[src/rtl/ahb_timer_if.sv]
// ahb_timer_if: AHB3-Lite slave port bundle (select, address/control, data, handshake)
interface ahb_timer_if;
  logic        s_hsel_i;
  logic [31:0] s_haddr_i;
  logic [1:0]  s_htrans_i;
  logic        s_hwrite_i;
  logic [2:0]  s_hsize_i;
  logic [31:0] s_hwdata_i;
  logic [31:0] s_hrdata_o;
  logic        s_hready_o;
  logic        s_hresp_o;
  modport master (
    output s_hsel_i, s_haddr_i, s_htrans_i, s_hwrite_i, s_hsize_i, s_hwdata_i,
    input  s_hrdata_o, s_hready_o, s_hresp_o
  );
  modport slave (
    input  s_hsel_i, s_haddr_i, s_htrans_i, s_hwrite_i, s_hsize_i, s_hwdata_i,
    output s_hrdata_o, s_hready_o, s_hresp_o
  );
endinterface

[src/rtl/ahb_timer.sv]
// ahb_timer: AHB3-Lite 64-bit prescaled timer with compare and level interrupt
module ahb_timer #(
  parameter int          PRESC_W = 16,
  parameter logic [63:0] CMP_RST = 64'hFFFF_FFFF_FFFF_FFFF
) (
  input  logic       s_clk_i,
  input  logic       s_resetn_i,
  ahb_timer_if.slave bus,
  output logic       s_irq_o
);
  typedef enum logic [1:0] {IDLE, ERR1, ERR2} state_t;
  state_t             r_state;
  logic               r_dp_rd, r_dp_wr, r_hready, r_hresp;
  logic [2:0]         r_dp_off;
  logic               r_en, r_ie, r_pend, r_irq;
  logic [PRESC_W-1:0] r_presc, r_pcnt;
  logic [63:0]        r_time, r_cmp;
  logic               w_accept, w_legal, w_tick, w_pend_nxt, w_ie_nxt;
  logic [63:0]        w_time_inc;
  logic [31:0]        w_wdata, w_rdata;
  logic               w_wr_ctrl, w_wr_presc, w_wr_tlo, w_wr_thi, w_wr_clo, w_wr_chi, w_wr_stat;
  // Address phases arriving while the first error cycle is on the bus are dropped
  assign w_accept   = bus.s_hsel_i & bus.s_htrans_i[1] & (r_state != ERR1);
  assign w_legal    = (bus.s_hsize_i == 3'b010) && (bus.s_haddr_i[1:0] == 2'b00) && (bus.s_haddr_i[4:2] != 3'd7);
  assign w_tick     = r_en & (r_pcnt == r_presc);
  assign w_time_inc = r_time + 64'd1;
  assign w_wdata    = bus.s_hwdata_i;
  assign w_wr_ctrl  = r_dp_wr & (r_dp_off == 3'd0);
  assign w_wr_presc = r_dp_wr & (r_dp_off == 3'd1);
  assign w_wr_tlo   = r_dp_wr & (r_dp_off == 3'd2);
  assign w_wr_thi   = r_dp_wr & (r_dp_off == 3'd3);
  assign w_wr_clo   = r_dp_wr & (r_dp_off == 3'd4);
  assign w_wr_chi   = r_dp_wr & (r_dp_off == 3'd5);
  assign w_wr_stat  = r_dp_wr & (r_dp_off == 3'd6);
  // A set from the compare beats a same-cycle W1C; irq tracks the next IE/PEND so it lands with them
  assign w_pend_nxt = (r_time >= r_cmp) | (r_pend & ~(w_wr_stat & w_wdata[0]));
  assign w_ie_nxt   = w_wr_ctrl ? w_wdata[1] : r_ie;
  // Bus FSM: captures the data-phase intent and sequences the two-cycle ERROR response
  always_ff @(posedge s_clk_i or negedge s_resetn_i) begin
    if (!s_resetn_i) begin
      r_state  <= IDLE;
      r_dp_rd  <= 1'b0;
      r_dp_wr  <= 1'b0;
      r_dp_off <= 3'd0;
      r_hready <= 1'b1;
      r_hresp  <= 1'b0;
    end else begin
      r_dp_rd  <= w_accept & w_legal & ~bus.s_hwrite_i;
      r_dp_wr  <= w_accept & w_legal & bus.s_hwrite_i;
      r_dp_off <= bus.s_haddr_i[4:2];
      if (w_accept && !w_legal) begin
        r_state  <= ERR1;
        r_hready <= 1'b0;
        r_hresp  <= 1'b1;
      end else if (r_state == ERR1) begin
        r_state  <= ERR2;
        r_hready <= 1'b1;
        r_hresp  <= 1'b1;
      end else begin
        r_state  <= IDLE;
        r_hready <= 1'b1;
        r_hresp  <= 1'b0;
      end
    end
  end
  // Read mux from live register values so a read right after a write sees the new data
  always_comb begin
    w_rdata = 32'd0;
    case (r_dp_off)
      3'd0:    w_rdata = {30'd0, r_ie, r_en};
      3'd1:    w_rdata = 32'(r_presc);
      3'd2:    w_rdata = r_time[31:0];
      3'd3:    w_rdata = r_time[63:32];
      3'd4:    w_rdata = r_cmp[31:0];
      3'd5:    w_rdata = r_cmp[63:32];
      3'd6:    w_rdata = {31'd0, r_pend};
      default: w_rdata = 32'd0;
    endcase
  end
  assign bus.s_hrdata_o = r_dp_rd ? w_rdata : 32'd0;
  assign bus.s_hready_o = r_hready;
  assign bus.s_hresp_o  = r_hresp;
  assign s_irq_o        = r_irq;
  // Timer datapath: register writes, prescaler, 64-bit time counter, compare pending and irq
  always_ff @(posedge s_clk_i or negedge s_resetn_i) begin
    if (!s_resetn_i) begin
      r_en    <= 1'b0;
      r_ie    <= 1'b0;
      r_presc <= '0;
      r_pcnt  <= '0;
      r_time  <= 64'd0;
      r_cmp   <= CMP_RST;
      r_pend  <= 1'b0;
      r_irq   <= 1'b0;
    end else begin
      if (w_wr_ctrl) {r_ie, r_en} <= w_wdata[1:0];
      if (w_wr_presc) r_presc <= w_wdata[PRESC_W-1:0];
      r_pcnt <= w_wr_presc ? '0 : !r_en ? r_pcnt : w_tick ? '0 : r_pcnt + 1'b1;
      if (w_wr_tlo) r_time[31:0] <= w_wdata;
      else if (w_wr_thi) r_time <= {w_wdata, w_tick ? w_time_inc[31:0] : r_time[31:0]};
      else if (w_tick) r_time <= w_time_inc;
      if (w_wr_clo) r_cmp[31:0] <= w_wdata;
      if (w_wr_chi) r_cmp[63:32] <= w_wdata;
      r_pend <= w_pend_nxt;
      r_irq  <= w_ie_nxt & w_pend_nxt;
    end
  end
endmodule

[src/flat_wrapper.sv]
// flat-port wrapper written by rule: the top's interface ports become plain ports
module ahb_timer_flat 
#(
  parameter int          PRESC_W = 16,
  parameter logic [63:0] CMP_RST = 64'hFFFF_FFFF_FFFF_FFFF
)
  (s_clk_i, s_resetn_i, s_irq_o, bus_s_hsel_i, bus_s_haddr_i, bus_s_htrans_i, bus_s_hwrite_i, bus_s_hsize_i, bus_s_hwdata_i, bus_s_hrdata_o, bus_s_hready_o, bus_s_hresp_o);
  ahb_timer_if bus_i ();
  input  logic s_clk_i;
  input  logic s_resetn_i;
  output logic s_irq_o;
  input wire logic [$bits(bus_i.s_hsel_i)-1:0] bus_s_hsel_i;
  input wire logic [$bits(bus_i.s_haddr_i)-1:0] bus_s_haddr_i;
  input wire logic [$bits(bus_i.s_htrans_i)-1:0] bus_s_htrans_i;
  input wire logic [$bits(bus_i.s_hwrite_i)-1:0] bus_s_hwrite_i;
  input wire logic [$bits(bus_i.s_hsize_i)-1:0] bus_s_hsize_i;
  input wire logic [$bits(bus_i.s_hwdata_i)-1:0] bus_s_hwdata_i;
  output wire logic [$bits(bus_i.s_hrdata_o)-1:0] bus_s_hrdata_o;
  output wire logic [$bits(bus_i.s_hready_o)-1:0] bus_s_hready_o;
  output wire logic [$bits(bus_i.s_hresp_o)-1:0] bus_s_hresp_o;
  assign bus_i.s_hsel_i = bus_s_hsel_i;
  assign bus_i.s_haddr_i = bus_s_haddr_i;
  assign bus_i.s_htrans_i = bus_s_htrans_i;
  assign bus_i.s_hwrite_i = bus_s_hwrite_i;
  assign bus_i.s_hsize_i = bus_s_hsize_i;
  assign bus_i.s_hwdata_i = bus_s_hwdata_i;
  assign bus_s_hrdata_o = bus_i.s_hrdata_o;
  assign bus_s_hready_o = bus_i.s_hready_o;
  assign bus_s_hresp_o = bus_i.s_hresp_o;
  ahb_timer #(.PRESC_W(PRESC_W), .CMP_RST(CMP_RST)) u_core (.s_clk_i(s_clk_i), .s_resetn_i(s_resetn_i), .bus(bus_i), .s_irq_o(s_irq_o));
endmodule
[config.mk]
export PLATFORM = sky130hd
export DESIGN_NAME = ahb_timer_flat
export DESIGN_NICKNAME = d
export VERILOG_FILES = /design/src/rtl/ahb_timer_if.sv /design/src/rtl/ahb_timer.sv /design/src/flat_wrapper.sv
export SDC_FILE = /design/constraint.sdc
export NUM_CORES = 1
export LEC_CHECK = 0
export CAP_MARGIN = 20
export CORE_MARGIN = 3
export CORE_UTILIZATION = 58
export DETAILED_ROUTE_END_ITERATION = 16
export HOLD_SLACK_MARGIN = 0.02
export PLACE_DENSITY = 0.81
export RECOVER_POWER = 50
export SYNTH_ARGS = -nofsm -noshare
export SYNTH_HDL_FRONTEND = slang
export SYNTH_SLANG_ARGS = --single-unit
[constraint.sdc]
create_clock -name s_clk_i -period 3 [get_ports s_clk_i]
set_input_delay 0.6 -clock s_clk_i [delete_from_list [all_inputs] [get_ports s_clk_i]]
set_output_delay 0.6 -clock s_clk_i [all_outputs]
set_load 0.1 [all_outputs]
==> results.ini <==
[outcome]
status = complete, but fails checks
violations = max-capacitance violations, max-slew violations

[finish]
antennaDiodeCount = 0
nFillCells = 1249
final_nets = 1393
drive_gt1_share_pct = 23.13
synthToLayoutAreaGrowth_pct = 22.20

[floorplan]
die_x_um = 141.6
initial_core_util_pct = 60.43
coreArea_um2 = 17660
die_y_um = 141.6
dieArea_um2 = 20060
top_level_ports = 108
rows = 48

[route]
drt_first_pass_iters = 6
drc = 0
via_per_inst = 6.390
drtIter0Drc = 1026
vias = 9534
wl_um = 31670
wl_per_cell_um = 21.23
antenna_left = 0

[place]
portBuffers = 79
place_hpwl_um = 22890
globalplace.congestion = 0.9839

[clock_network]
worstSkewPairLatency_ns = 0.44
root_buffer = clkbuf_16
htree_levels = 4
cts_num_sinks = 173
clk_pin_slew_worst_paths_ns = 0.07
cts_tree = built
cts_buffers = 17
cts_buffer_depth = 2
cts_setup_buffers = 0
cts_hold_buf = 0

[worst_hold_path]
min_path_cells = 2
hold_path.class = register to register
hp-start = u_core.r_state[0]
min_to = u_core.r_state[1]

[sta]
tightest_slew_ns = 1.585
fin_crit_sh_pct = 97.87
fmax_mhz = 340.6
slew_violations = 61
layout_min_cycle_time_ns = 2.936
skew_ns = 0.01270
finalHoldViolations = 0
setup_viol = 0
max_slew_margin_pct = -5.665
tns_ns = 0

[synth]
synth.top_cells.by_area = dfrtp_1, dfstp_2, ha_1, mux2_2, xnor2_1
async_flop_share_pct = 100.0
yosysMostFrequentCell = nand2_1
ys.flop_type = dfrtp_1
synth_top_area_share_pct = 25.33
ys_types = 52
ys_top_cells_by_count = nand2_1, dfrtp_1, nor2_1
synth_edf_count = 0
yosys.area.top_type = dfrtp_1
synth.net_count = 1310
synth_area_um2 = 10670
postSynthCellCount = 1171
ys_seq_area_share_pct = 41.33
synth.avg_cell_area_um2 = 9.112
yosys_warnings = 0
synth_seq_cells = 173

[setup_path]
timing.rr.start = u_core.r_cmp[15]
end_kind = output pin
r2r_slack_ns = 0.12
start_kind = register
path_max_fanout = 16
r2r-end = u_core.r_pend
critPathKind = register to output pin
reg2reg_depth = 8
crit_required_ns = 2.40
arrival_ns = 2.34

[power]
p_leak_uw = 0.005580
ir_drop_uv = 492.1
power_density_nw_per_um2 = 460.9
p_total_uw = 6010

[grt]
antenna_found_initial = 0
grt_start_max_net_pins = 65
grt_util_all_layers_pct = 31.87
grt_pass1_vias = 9394
overflow = 0
grt_first_pass_wirelength_um = 50370

[job]
cap_violations = 1

-- cell usage in the layout, fill, tap and decap left out, types with 27 or more instances in the layout --
cell               n
inv_1             82
dfrtp_1          106
xnor2_1           58
nand4_1           27
nand3_1           37
ha_1              66
nand2_1          119
dfstp_2           65
o21ai_0           89
mux2_2            62
a21oi_1           70
a22oi_1           42
xor2_1            28
buf_12            38
buf_4             38
nor2_1            84
clkdlybuf4s50_1   39
-- per-layer routing --
metal  up-vias  GRT usage (%)  wire length (um)
met1      4662          43.24             12640
li1       4290              -                 -
met2       502          51.45             14980
met5         -              0                 0
met4         0          9.949               936
met3        80          6.909              3116
-- report_power, final --
group          total [uW]  internal (uW)  switching (uW)
clock                2220           1230             984
combinational        1040            432             609
sequential           2750           2510             245
total                6010           4170            1840
-- timing repair --
action	4_1_cts	5_1_grt
gates resized for setup	4	11
pin swaps	0	1
endpoints found under the setup margin	32	25
-- worst max-delay path by stage --
stage,from,end,slack [ns],cells after the start
6_report,u_core.r_dp_off[0],bus_s_hrdata_o[2],0.06,7
5_1_grt,u_core.r_dp_off[2],bus_s_hrdata_o[1],-0.003,6
3_3_place_gp,u_core.r_dp_off[2],bus_s_hrdata_o[15],0.21,6
2_1_floorplan,u_core.r_dp_off[2],bus_s_hrdata_o[18],-0.56,5
3_5_place_dp,u_core.r_dp_off[2],bus_s_hrdata_o[13],0.16,6
4_1_cts,u_core.r_dp_off[0],bus_s_hrdata_o[19],0.001,6
-- final cells by class --
class,count,area [um^2],area share [%]
clock buffer,19,432.9,3.320
clock inverter,13,141.4,1.084
tap,225,281.5,2.159
multi-input combinational,857,5948,45.62
timing repair buffer,123,1511,11.59
inverter,82,307.8,2.361
sequential,173,4415,33.86
-- cells by family after synthesis --
logic type,count (synthesis),share of synthesized area (%)
compound gates,249,13.77
xor+xnor,86,7.059
fa+ha+maj,66,7.739
buf+inv,141,5.031
flops,173,41.33
mux,70,7.294
simple gates,386,17.78
-- registers in the layout (all words and copies together) (netlist names) --
name                   cells
u_core.r_dp_rd             1
u_core.r_en                1
u_core.s_irq_o             1
u_core.r_pend              1
u_core.bus.s_hresp_o       1
u_core.r_ie                1
u_core.r_presc            16
u_core.r_time             64
u_core.bus.s_hready_o      1
u_core.r_state             2
u_core.r_dp_wr             1
u_core.r_cmp              64
u_core.r_pcnt             16
u_core.r_dp_off            3
-- through the flow --
step                      cells  util [%]  cell area [um^2]  worst slack, ns  hold slack (ns)
after floorplan            1171         -             10820          -0.5586           0.3044
after global placement     1460     70.39             12430           0.2062           0.4848
after detailed placement   1460     70.39             12430           0.1608           0.5034
after CTS                  1492     73.69             13010         0.001026           0.1691
after global routing       1492     73.85             13040        -0.002894           0.5456
final                      1492     73.85             13040          0.06401           0.5102
-- critical path, stage by stage, from the launching register on --
cell	delay [ns]
dfrtp_4	0.58
buf_12	0.19
nand2_1	0.11
nor2_4	0.07
buf_4	0.21
a221oi_1	0.46
nor2_2	0.09
buf_12	0.18
(Power assumes the default switching activity.)
